--- src/rtl/udp_echo_app_filter.sv ---
// UDP echo tile with handshake on both NoC sides, an optional destination-port
// filter, a payload length limit (oversize packets are drained) and saturating
// echo/drop statistics. Header and metadata are rebuilt with swapped
// addresses. Data flits are forwarded combinationally.

`ifndef NOC_DATA_WIDTH
`define NOC_DATA_WIDTH 256
`endif
`ifndef XY_WIDTH
`define XY_WIDTH 8
`endif
`ifndef MSG_LENGTH_WIDTH
`define MSG_LENGTH_WIDTH 22
`endif

module udp_echo_app_filter #(
    parameter int SRC_X        = -1,
    parameter int SRC_Y        = -1,
    parameter int MAX_DATA_LEN = 1500,
    parameter int FILTER_PORT  = -1,
    parameter int CNT_W        = 32
) (
    input  logic                       clk,
    input  logic                       rst,
    input  logic                       noc0_ctovr_udp_app_in_val,
    input  logic [`NOC_DATA_WIDTH-1:0] noc0_ctovr_udp_app_in_data,
    output logic                       udp_app_in_noc0_ctovr_rdy,
    output logic                       udp_app_out_noc0_vrtoc_val,
    output logic [`NOC_DATA_WIDTH-1:0] udp_app_out_noc0_vrtoc_data,
    input  logic                       noc0_vrtoc_udp_app_out_rdy,
    input  logic [`XY_WIDTH-1:0]       src_udp_app_out_dst_x,
    input  logic [`XY_WIDTH-1:0]       src_udp_app_out_dst_y,
    output logic [CNT_W-1:0]           echo_cnt,
    output logic [CNT_W-1:0]           drop_cnt,
    output logic                       busy
);

    localparam int W         = `NOC_DATA_WIDTH;
    localparam int XW        = `XY_WIDTH;
    localparam int MLW       = `MSG_LENGTH_WIDTH;
    localparam int FBW       = 4;
    localparam int HDR_USED  = 4 * XW + 2 * FBW + MLW + 8 + 8 + 16 + 64;
    localparam int META_USED = 32 + 32 + 16 + 16 + 16 + 64;

    localparam logic [FBW-1:0] PKT_IF_FBITS   = 4'b1000;
    localparam logic [7:0]     UDP_TX_SEGMENT = 8'd12;
    localparam logic [XW-1:0]  SRC_X_V        = XW'(SRC_X);
    localparam logic [XW-1:0]  SRC_Y_V        = XW'(SRC_Y);
    localparam logic [31:0]    MAX_LEN_V      = 32'(MAX_DATA_LEN);

    // Header flit layout, most significant field first.
    typedef struct packed {
        logic [XW-1:0]       dst_x;
        logic [XW-1:0]       dst_y;
        logic [FBW-1:0]      dst_fbits;
        logic [MLW-1:0]      msg_len;
        logic [7:0]          msg_type;
        logic [XW-1:0]       src_x;
        logic [XW-1:0]       src_y;
        logic [FBW-1:0]      src_fbits;
        logic [7:0]          metadata_flits;
        logic [15:0]         packet_id;
        logic [63:0]         timestamp;
        logic [W-HDR_USED-1:0] pad;
    } hdr_t;

    // Metadata flit layout, most significant field first.
    typedef struct packed {
        logic [31:0]            src_ip;
        logic [31:0]            dst_ip;
        logic [15:0]            src_port;
        logic [15:0]            dst_port;
        logic [15:0]            data_length;
        logic [63:0]            timestamp;
        logic [W-META_USED-1:0] pad;
    } meta_t;

    typedef enum logic [2:0] {
        RX_HDR, RX_META, TX_HDR, TX_META, PASS, DRAIN
    } state_e;

    state_e           state_q, state_d;
    logic [MLW-1:0]   hdr_msg_len_q, hdr_msg_len_d;
    logic [15:0]      hdr_pkt_id_q, hdr_pkt_id_d;
    logic [63:0]      hdr_ts_q, hdr_ts_d;
    logic [31:0]      meta_src_ip_q, meta_src_ip_d;
    logic [31:0]      meta_dst_ip_q, meta_dst_ip_d;
    logic [15:0]      meta_src_port_q, meta_src_port_d;
    logic [15:0]      meta_dst_port_q, meta_dst_port_d;
    logic [15:0]      meta_len_q, meta_len_d;
    logic [63:0]      meta_ts_q, meta_ts_d;
    logic [MLW-1:0]   flit_cnt_q, flit_cnt_d;
    logic [CNT_W-1:0] echo_cnt_q, echo_cnt_d;
    logic [CNT_W-1:0] drop_cnt_q, drop_cnt_d;

    hdr_t           in_hdr, out_hdr;
    meta_t          in_meta, out_meta;
    logic           in_rdy, out_val;
    logic [W-1:0]   out_data;
    logic           in_xfer, out_xfer;
    logic           len_reject, port_reject;
    logic [MLW-1:0] data_flits;
    logic [MLW-1:0] flit_cnt_inc;
    logic           unused_in_fields;

    assign in_hdr       = noc0_ctovr_udp_app_in_data;
    assign in_meta      = noc0_ctovr_udp_app_in_data;
    assign in_xfer      = noc0_ctovr_udp_app_in_val & in_rdy;
    assign out_xfer     = out_val & noc0_vrtoc_udp_app_out_rdy;
    assign data_flits   = (hdr_msg_len_q != '0) ? hdr_msg_len_q - 1'b1 : '0;
    assign flit_cnt_inc = flit_cnt_q + 1'b1;
    assign len_reject   = {16'd0, in_meta.data_length} > MAX_LEN_V;

    // Incoming header fields that are regenerated rather than echoed.
    assign unused_in_fields = ^{in_hdr.dst_x, in_hdr.dst_y, in_hdr.dst_fbits,
                                in_hdr.msg_type, in_hdr.src_x, in_hdr.src_y,
                                in_hdr.src_fbits, in_hdr.metadata_flits,
                                in_hdr.pad, in_meta.pad};

    // The port comparator only exists when a filter port is configured.
    generate
        if (FILTER_PORT == -1) begin : g_no_filter
            assign port_reject = 1'b0;
        end else begin : g_filter
            localparam logic [15:0] FILTER_PORT_V = 16'(FILTER_PORT);
            assign port_reject = (in_meta.dst_port != FILTER_PORT_V);
        end
    endgenerate

    function automatic logic [CNT_W-1:0] sat_inc(input logic [CNT_W-1:0] v);
        return (&v) ? v : v + 1'b1;
    endfunction

    // Handshake and output flit selection decoded from the current state.
    always_comb begin
        out_hdr                = '0;
        out_hdr.dst_x          = src_udp_app_out_dst_x;
        out_hdr.dst_y          = src_udp_app_out_dst_y;
        out_hdr.dst_fbits      = PKT_IF_FBITS;
        out_hdr.msg_len        = hdr_msg_len_q;
        out_hdr.msg_type       = UDP_TX_SEGMENT;
        out_hdr.src_x          = SRC_X_V;
        out_hdr.src_y          = SRC_Y_V;
        out_hdr.src_fbits      = PKT_IF_FBITS;
        out_hdr.metadata_flits = 8'd1;
        out_hdr.packet_id      = hdr_pkt_id_q;
        out_hdr.timestamp      = hdr_ts_q;
        out_meta               = '0;
        out_meta.src_ip        = meta_dst_ip_q;
        out_meta.dst_ip        = meta_src_ip_q;
        out_meta.src_port      = meta_dst_port_q;
        out_meta.dst_port      = meta_src_port_q;
        out_meta.data_length   = meta_len_q;
        out_meta.timestamp     = meta_ts_q;
        in_rdy                 = 1'b0;
        out_val                = 1'b0;
        out_data               = '0;
        case (state_q)
            RX_HDR, RX_META, DRAIN: in_rdy = 1'b1;
            TX_HDR: begin
                out_val  = 1'b1;
                out_data = out_hdr;
            end
            TX_META: begin
                out_val  = 1'b1;
                out_data = out_meta;
            end
            PASS: begin
                out_val  = noc0_ctovr_udp_app_in_val;
                out_data = noc0_ctovr_udp_app_in_data;
                in_rdy   = noc0_vrtoc_udp_app_out_rdy;
            end
            default: ;
        endcase
    end

    // Next-state, field capture and statistics updates.
    always_comb begin
        state_d         = state_q;
        hdr_msg_len_d   = hdr_msg_len_q;
        hdr_pkt_id_d    = hdr_pkt_id_q;
        hdr_ts_d        = hdr_ts_q;
        meta_src_ip_d   = meta_src_ip_q;
        meta_dst_ip_d   = meta_dst_ip_q;
        meta_src_port_d = meta_src_port_q;
        meta_dst_port_d = meta_dst_port_q;
        meta_len_d      = meta_len_q;
        meta_ts_d       = meta_ts_q;
        flit_cnt_d      = flit_cnt_q;
        echo_cnt_d      = echo_cnt_q;
        drop_cnt_d      = drop_cnt_q;
        case (state_q)
            RX_HDR: if (in_xfer) begin
                hdr_msg_len_d = in_hdr.msg_len;
                hdr_pkt_id_d  = in_hdr.packet_id;
                hdr_ts_d      = in_hdr.timestamp;
                if (in_hdr.msg_len == '0) drop_cnt_d = sat_inc(drop_cnt_q);
                else                      state_d    = RX_META;
            end
            RX_META: if (in_xfer) begin
                meta_src_ip_d   = in_meta.src_ip;
                meta_dst_ip_d   = in_meta.dst_ip;
                meta_src_port_d = in_meta.src_port;
                meta_dst_port_d = in_meta.dst_port;
                meta_len_d      = in_meta.data_length;
                meta_ts_d       = in_meta.timestamp;
                if (len_reject || port_reject) begin
                    drop_cnt_d = sat_inc(drop_cnt_q);
                    state_d    = (data_flits == '0) ? RX_HDR : DRAIN;
                end else begin
                    state_d = TX_HDR;
                end
            end
            TX_HDR: if (out_xfer) state_d = TX_META;
            TX_META: if (out_xfer) begin
                if (data_flits == '0) begin
                    echo_cnt_d = sat_inc(echo_cnt_q);
                    state_d    = RX_HDR;
                end else begin
                    state_d = PASS;
                end
            end
            PASS, DRAIN: if (in_xfer) begin
                if (flit_cnt_inc == data_flits) begin
                    if (state_q == PASS) echo_cnt_d = sat_inc(echo_cnt_q);
                    flit_cnt_d = '0;
                    state_d    = RX_HDR;
                end else begin
                    flit_cnt_d = flit_cnt_inc;
                end
            end
            default: state_d = RX_HDR;
        endcase
    end

    // State and datapath registers; reset abandons any packet in flight.
    always_ff @(posedge clk or posedge rst) begin
        if (rst) begin
            state_q         <= RX_HDR;
            hdr_msg_len_q   <= '0;
            hdr_pkt_id_q    <= '0;
            hdr_ts_q        <= '0;
            meta_src_ip_q   <= '0;
            meta_dst_ip_q   <= '0;
            meta_src_port_q <= '0;
            meta_dst_port_q <= '0;
            meta_len_q      <= '0;
            meta_ts_q       <= '0;
            flit_cnt_q      <= '0;
            echo_cnt_q      <= '0;
            drop_cnt_q      <= '0;
        end else begin
            state_q         <= state_d;
            hdr_msg_len_q   <= hdr_msg_len_d;
            hdr_pkt_id_q    <= hdr_pkt_id_d;
            hdr_ts_q        <= hdr_ts_d;
            meta_src_ip_q   <= meta_src_ip_d;
            meta_dst_ip_q   <= meta_dst_ip_d;
            meta_src_port_q <= meta_src_port_d;
            meta_dst_port_q <= meta_dst_port_d;
            meta_len_q      <= meta_len_d;
            meta_ts_q       <= meta_ts_d;
            flit_cnt_q      <= flit_cnt_d;
            echo_cnt_q      <= echo_cnt_d;
            drop_cnt_q      <= drop_cnt_d;
        end
    end

    assign udp_app_in_noc0_ctovr_rdy   = in_rdy;
    assign udp_app_out_noc0_vrtoc_val  = out_val;
    assign udp_app_out_noc0_vrtoc_data = out_data;
    assign echo_cnt                    = echo_cnt_q;
    assign drop_cnt                    = drop_cnt_q;
    assign busy                        = (state_q != RX_HDR);

endmodule

--- config.mk ---
export PLATFORM = sky130hd
export DESIGN_NAME = udp_echo_app_filter
export DESIGN_NICKNAME = d
export VERILOG_FILES = /design/src/rtl/udp_echo_app_filter.sv
export SDC_FILE = /design/constraint.sdc
export NUM_CORES = 1
export LEC_CHECK = 0
export BUFFER_PORTS_ARGS = -buffer_cell sky130_fd_sc_hd__buf_2
export CAP_MARGIN = 0
export CORE_UTILIZATION = 34
export DETAILED_ROUTE_END_ITERATION = 7
export HOLD_SLACK_MARGIN = 0.08
export PLACE_DENSITY_LB_ADDON = 0.3
export RECOVER_POWER = 50
export SYNTH_ARGS = -nofsm -noshare
export SYNTH_HDL_FRONTEND = slang
export SYNTH_SLANG_ARGS = --single-unit
--- constraint.sdc ---
create_clock -name clk -period 24.4 [get_ports clk]
set_input_delay 7.32 -clock clk [delete_from_list [all_inputs] [get_ports clk]]
set_output_delay 7.32 -clock clk [all_outputs]
set_load 0.02 [all_outputs]
==> flow_summary.html <==
<table>
<tr><th>Metric</th><th>Value</th></tr>
<tr><th colspan="2">Synth</th></tr>
<tr><td>Share of the synthesized area in the top cell type</td><td>0.467</td></tr>
<tr><td>Post-synth EDFFs</td><td>0</td></tr>
<tr><td>Yosys Warn Count</td><td>0</td></tr>
<tr><td>Ranking of synthesized cells by area</td><td>sky130_fd_sc_hd__dfrtp_1 47%, sky130_fd_sc_hd__mux2_2 16%, sky130_fd_sc_hd__mux2i_1 6.1%, sky130_fd_sc_hd__o21ai_0 4.4%, sky130_fd_sc_hd__nand2_1 4.0%</td></tr>
<tr><td>Yosys cell types</td><td>65</td></tr>
<tr><td>Gate count of the mapped netlist</td><td>1,856</td></tr>
<tr><td>Leading area contributor after synthesis</td><td>sky130_fd_sc_hd__dfrtp_1</td></tr>
<tr><td>Mean instance size in the synthesized netlist</td><td>10.6 um^2</td></tr>
<tr><td>Commonest register cell after synthesis</td><td>sky130_fd_sc_hd__dfrtp_1</td></tr>
<tr><td>Post-synth design cell area</td><td>19,700 um^2</td></tr>
<tr><td>Post-Synthesis Net Count</td><td>2,137</td></tr>
<tr><td>#FFs+latches synth</td><td>367</td></tr>
<tr><td>Synth async-reset ratio</td><td>1.00</td></tr>
<tr><td>Proportion of synthesized chip area in sequential cells</td><td>0.467</td></tr>
<tr><th colspan="2">Hold path</th></tr>
<tr><td>Endpoint of the worst hold path</td><td>flit_cnt_q[21]$_DFFE_PP0P_</td></tr>
<tr><td>Start point of the worst hold path</td><td>flit_cnt_q[21]$_DFFE_PP0P_</td></tr>
<tr><td>Number of cells on the worst hold path</td><td>2</td></tr>
<tr><td>Class of the tightest hold or removal check</td><td>flop to flop</td></tr>
<tr><th colspan="2">STA</th></tr>
<tr><td>Worst Tran Pin Value</td><td>4.76 ns</td></tr>
<tr><td>Post-route setup slack</td><td>8.54 ns</td></tr>
<tr><td>Final Slew Violations</td><td>436</td></tr>
<tr><td>Clock period minus worst slack</td><td>15.86 ns</td></tr>
<tr><td>Maximum achievable frequency</td><td>63.1 MHz</td></tr>
<tr><td>Max_slew headroom</td><td>-2.19</td></tr>
<tr><td>Count of final setup violators</td><td>0</td></tr>
<tr><td>Layout Skew</td><td>0.0258 ns</td></tr>
<tr><td>Final Cycle Share</td><td>0.650</td></tr>
<tr><td>Setup repair after global routing missed its margin</td><td>no</td></tr>
<tr><td>Final hold violations</td><td>0</td></tr>
<tr><td>Worst hold margin</td><td>0.479 ns</td></tr>
<tr><td>Setup TNS</td><td>0 ns</td></tr>
<tr><th colspan="2">Cells and area</th></tr>
<tr><td>Share of final-layout standard cells stronger than drive strength 1</td><td>0.378</td></tr>
<tr><td>Final cell utilization of the core</td><td>0.436</td></tr>
<tr><td>Synthesis-to-finish area growth</td><td>25.8%</td></tr>
<tr><td># fillers</td><td>5,595</td></tr>
<tr><td>Storage element area</td><td>9190 um^2</td></tr>
<tr><td>Final layout net count</td><td>2,682</td></tr>
<tr><td>Post-route design area</td><td>24,700 um^2</td></tr>
<tr><td>Area occupied by multi-input gates</td><td>9880 um^2</td></tr>
<tr><th colspan="2">Worst setup path</th></tr>
<tr><td>Top delay family on crit path</td><td>compound AO/OA/AOI/OAI gates</td></tr>
<tr><td>Cell mode on critical path</td><td>sky130_fd_sc_hd__buf_2</td></tr>
<tr><td>Cell-by-cell trace of the critical path</td><td>buf_2 &gt; mux2i_1 &gt; o21ai_0 &gt; buf_2</td></tr>
<tr><td>Sum of buffers and inverters on the critical path</td><td>2</td></tr>
<tr><td>Required time at the worst-slack endpoint</td><td>17.08 ns</td></tr>
<tr><td>Reg2reg end</td><td>hdr_msg_len_q[13]$_DFFE_PP0P_</td></tr>
<tr><td>Setup slack of the most critical reg-to-reg path</td><td>17.46 ns</td></tr>
<tr><td>Setup CP Type</td><td>input pin to output port</td></tr>
<tr><td>Crit. End Element</td><td>output port</td></tr>
<tr><td>Critical path peak fanout</td><td>1</td></tr>
<tr><td>Cell depth of the worst flop-to-flop path</td><td>5</td></tr>
<tr><td>Start of the worst register-to-register path</td><td>state_q[0]$_DFFE_PP0P_</td></tr>
<tr><td>Type of element launching the critical path</td><td>input pin</td></tr>
<tr><td>Data arrival time of the critical path</td><td>8.54 ns</td></tr>
<tr><td>Stages on the worst setup path</td><td>4</td></tr>
<tr><td>Cell with the largest stage delay on the worst path</td><td>sky130_fd_sc_hd__o21ai_0</td></tr>
<tr><td>Stage delay of the slowest cell on the critical path</td><td>0.78 ns</td></tr>
<tr><th colspan="2">Floorplanning</th></tr>
<tr><td>Initial cell density of the core</td><td>0.346</td></tr>
<tr><td>Chip Height</td><td>243 um</td></tr>
<tr><td>Floorplan die area</td><td>58,800 um^2</td></tr>
<tr><td>Site Rows</td><td>87</td></tr>
<tr><td>Overall die width</td><td>243 um</td></tr>
<tr><td>Number of top-level design ports</td><td>599</td></tr>
<tr><td>Core Area</td><td>56,800 um^2</td></tr>
<tr><th colspan="2">Pwr</th></tr>
<tr><td>Peak supply drop</td><td>0.0000912 V</td></tr>
<tr><td>Internal power contribution</td><td>1.79 mW</td></tr>
<tr><td>Power density of the placed cells</td><td>115 nW/um^2</td></tr>
<tr><td>Clock network power share</td><td>0.248</td></tr>
<tr><td>Switching share of total power</td><td>0.371</td></tr>
<tr><td>Sw Pwr</td><td>1.06 mW</td></tr>
<tr><td>Logic gate share of total power</td><td>0.381</td></tr>
<tr><td>Reported leakage power</td><td>11.8 nW</td></tr>
<tr><td>Power share of the sequential group</td><td>0.371</td></tr>
<tr><th colspan="2">Global route</th></tr>
<tr><td>Initial antenna violation count</td><td>36</td></tr>
<tr><td>Global-route wire length before repair</td><td>114,000 um</td></tr>
<tr><td>Total global routing track utilization</td><td>0.258</td></tr>
<tr><td>Maximum number of pins on one net before global-route repair</td><td>200</td></tr>
<tr><td>Global route overflow</td><td>0</td></tr>
<tr><td>Via count of the first global-routing pass</td><td>16.8k</td></tr>
<tr><th colspan="2">Clocking</th></tr>
<tr><td>Clock tree root driver cell</td><td>sky130_fd_sc_hd__clkbuf_16</td></tr>
<tr><td>CTS Hold Bufs</td><td>0</td></tr>
<tr><td>Count of clock tree sinks</td><td>367</td></tr>
<tr><td>Clock buffer count from CTS</td><td>45</td></tr>
<tr><td>Clk slew on worst S/H paths</td><td>0.06 ns</td></tr>
<tr><td>Clock Path Buffers</td><td>3</td></tr>
<tr><td>Cts repair resizes</td><td>0</td></tr>
<tr><td>CTS tree</td><td>yes</td></tr>
<tr><td>Post-CTS Repair Setup Buffers</td><td>0</td></tr>
<tr><td>Total number of H-tree levels</td><td>2</td></tr>
<tr><td>Worst skew pair latency</td><td>0.58 ns</td></tr>
<tr><th colspan="2">Placed design</th></tr>
<tr><td>Worst slack at placement</td><td>8.51 ns</td></tr>
<tr><td>Area of placed instances</td><td>23,400 um^2</td></tr>
<tr><td>DP HPWL</td><td>58,700 um</td></tr>
<tr><td>IO Port Bufs</td><td>598</td></tr>
<tr><td>GPL Wtd Cong</td><td>0.967</td></tr>
<tr><th colspan="2">Detailed routing</th></tr>
<tr><td>Total via count in the routed design</td><td>16.8k</td></tr>
<tr><td>Number of design rule violations left after detail routing</td><td>0</td></tr>
<tr><td>DR vias/cell</td><td>5.25</td></tr>
<tr><td>Antenna Nets Post-Route</td><td>0</td></tr>
<tr><td>WL/cell</td><td>24.2 um</td></tr>
<tr><td>Iter 0 DRT Violations</td><td>1,180</td></tr>
<tr><td>Total wire length after detailed routing</td><td>77,700 um</td></tr>
<tr><td>Detailed Routing Iterations Pass 1</td><td>5</td></tr>
<tr><th colspan="2">Run status</th></tr>
<tr><td>Failing checks</td><td>max-capacitance violations, max-slew violations</td></tr>
<tr><td>Status</td><td>complete, but fails checks</td></tr>
<tr><th colspan="2">Flow run</th></tr>
<tr><td>MaxCap Viol Count</td><td>7</td></tr>
</table>
## how the worst max path moves through the flow
stage / start / to / slack, ns
2_1_floorplan: rst / drop_cnt[0]$_DFFE_PP0P_ / 6.89
3_3_place_gp: src_udp_app_out_dst_y[5] / udp_app_out_noc0_vrtoc_data[245] / 8.50
3_5_place_dp: src_udp_app_out_dst_y[5] / udp_app_out_noc0_vrtoc_data[245] / 8.51
4_1_cts: src_udp_app_out_dst_y[5] / udp_app_out_noc0_vrtoc_data[245] / 8.51
5_1_grt: src_udp_app_out_dst_y[5] / udp_app_out_noc0_vrtoc_data[245] / 8.49
6_report: src_udp_app_out_dst_y[5] / udp_app_out_noc0_vrtoc_data[245] / 8.54
## final cells by class
cell class / count / share of cell area
well taps: 756 / 0.0382
multi-input cells: 1346 / 0.399
clock inverters: 15 / 0.00844
diodes: 12 / 0.00121
repair buffers: 619 / 0.123
inverters: 22 / 0.00339
flip-flops and latches: 367 / 0.371
clock buffers: 67 / 0.0553
## cells in the final DEF (no fill, tap or decap), types with 56 or more instances in the layout
cell,instances
sky130_fd_sc_hd__nand2_1,209
sky130_fd_sc_hd__clkbuf_1,82
sky130_fd_sc_hd__mux2_2,280
sky130_fd_sc_hd__xor2_1,56
sky130_fd_sc_hd__buf_2,531
sky130_fd_sc_hd__o21ai_0,172
sky130_fd_sc_hd__mux2i_1,120
sky130_fd_sc_hd__nor2_1,76
sky130_fd_sc_hd__dfrtp_1,366
sky130_fd_sc_hd__and2_1,84
## Yosys cell counts, types with 3 or more instances
cell	number
sky130_fd_sc_hd__dfrtp_1	367
sky130_fd_sc_hd__mux2_2	280
sky130_fd_sc_hd__nand2_1	210
sky130_fd_sc_hd__o21ai_0	172
sky130_fd_sc_hd__mux2i_1	120
sky130_fd_sc_hd__clkbuf_1	97
sky130_fd_sc_hd__and2_1	84
sky130_fd_sc_hd__nor2_1	79
sky130_fd_sc_hd__xor2_1	56
sky130_fd_sc_hd__nand3_1	50
sky130_fd_sc_hd__xnor2_1	44
sky130_fd_sc_hd__a22o_1	41
sky130_fd_sc_hd__nand4_1	25
sky130_fd_sc_hd__inv_1	22
sky130_fd_sc_hd__nor3_1	20
sky130_fd_sc_hd__and3_1	15
sky130_fd_sc_hd__o31ai_1	14
sky130_fd_sc_hd__buf_1	13
sky130_fd_sc_hd__nor4_1	12
sky130_fd_sc_hd__or4_1	11
sky130_fd_sc_hd__buf_2	10
sky130_fd_sc_hd__nor3_2	9
sky130_fd_sc_hd__nor4_2	9
sky130_fd_sc_hd__a21oi_1	8
sky130_fd_sc_hd__or3_1	7
sky130_fd_sc_hd__and4_1	5
sky130_fd_sc_hd__ha_1	5
sky130_fd_sc_hd__o21a_1	5
sky130_fd_sc_hd__a211oi_1	4
sky130_fd_sc_hd__nor4b_1	4
sky130_fd_sc_hd__o2111ai_1	4
sky130_fd_sc_hd__o211ai_1	4
sky130_fd_sc_hd__o22ai_1	4
sky130_fd_sc_hd__nand2b_1	3
sky130_fd_sc_hd__nand4_2	3
## through the flow
step | total power [mW] | std cells
6_report | 2.85 | 3204
5_1_grt | 3.01 | 3196
4_1_cts | 2.87 | 3192
3_5_place_dp | 2.15 | 3110
3_3_place_gp | 2.11 | 3110
2_1_floorplan | 1.79 | 1856
## registers in the layout, summed over array words and instances (netlist names), 22 cells and up
name / cells
drop_cnt: 32
echo_cnt: 32
flit_cnt_q: 22
hdr_msg_len_q: 22
hdr_ts_q: 64
meta_dst_ip_q: 32
meta_src_ip_q: 32
meta_ts_q: 64
## worst reg2reg max path, stage by stage, from the launching register on
cell and delay (ns):
sky130_fd_sc_hd__dfrtp_4 0.77, sky130_fd_sc_hd__or3_1 0.53, sky130_fd_sc_hd__nor2_4 0.09, sky130_fd_sc_hd__clkbuf_1 2.41, sky130_fd_sc_hd__clkbuf_1 2.48, sky130_fd_sc_hd__mux2_2 0.54
## routing by layer
layer  up-vias  part of all wire  GRT usage
li1       7711                 -          -
met3       112             0.074     0.0686
met5         -            0.0014          0
met2       534              0.45      0.398
met1      8432              0.45      0.357
met4        18             0.023     0.0672
## power groups by stage
stage	Combinational (mW)	Clock (mW)	Sequential, mW
3_5_place_dp	1.08	0	1.07
6_report	1.08	0.706	1.06
3_3_place_gp	1.06	0	1.05
5_1_grt	1.17	0.749	1.09
2_1_floorplan	0.809	0	0.981
4_1_cts	1.09	0.725	1.06
## cells by family (layout without fill, tap and decap cells)
kind of cell / count (synthesis) / count (layout) / share of synthesized area
adder cells (fa/ha/maj): 5 / 5 / 0.00318
AO/OA/AOI/OAI: 281 / 281 / 0.0887
AND/OR/NAND/NOR: 560 / 560 / 0.147
multiplexers: 400 / 400 / 0.221
flip-flops: 367 / 367 / 0.467
other: 0 / 12 / 0
XOR/XNOR: 100 / 100 / 0.0445
buffers and inverters: 143 / 723 / 0.0283
(Power assumes the default switching activity.)
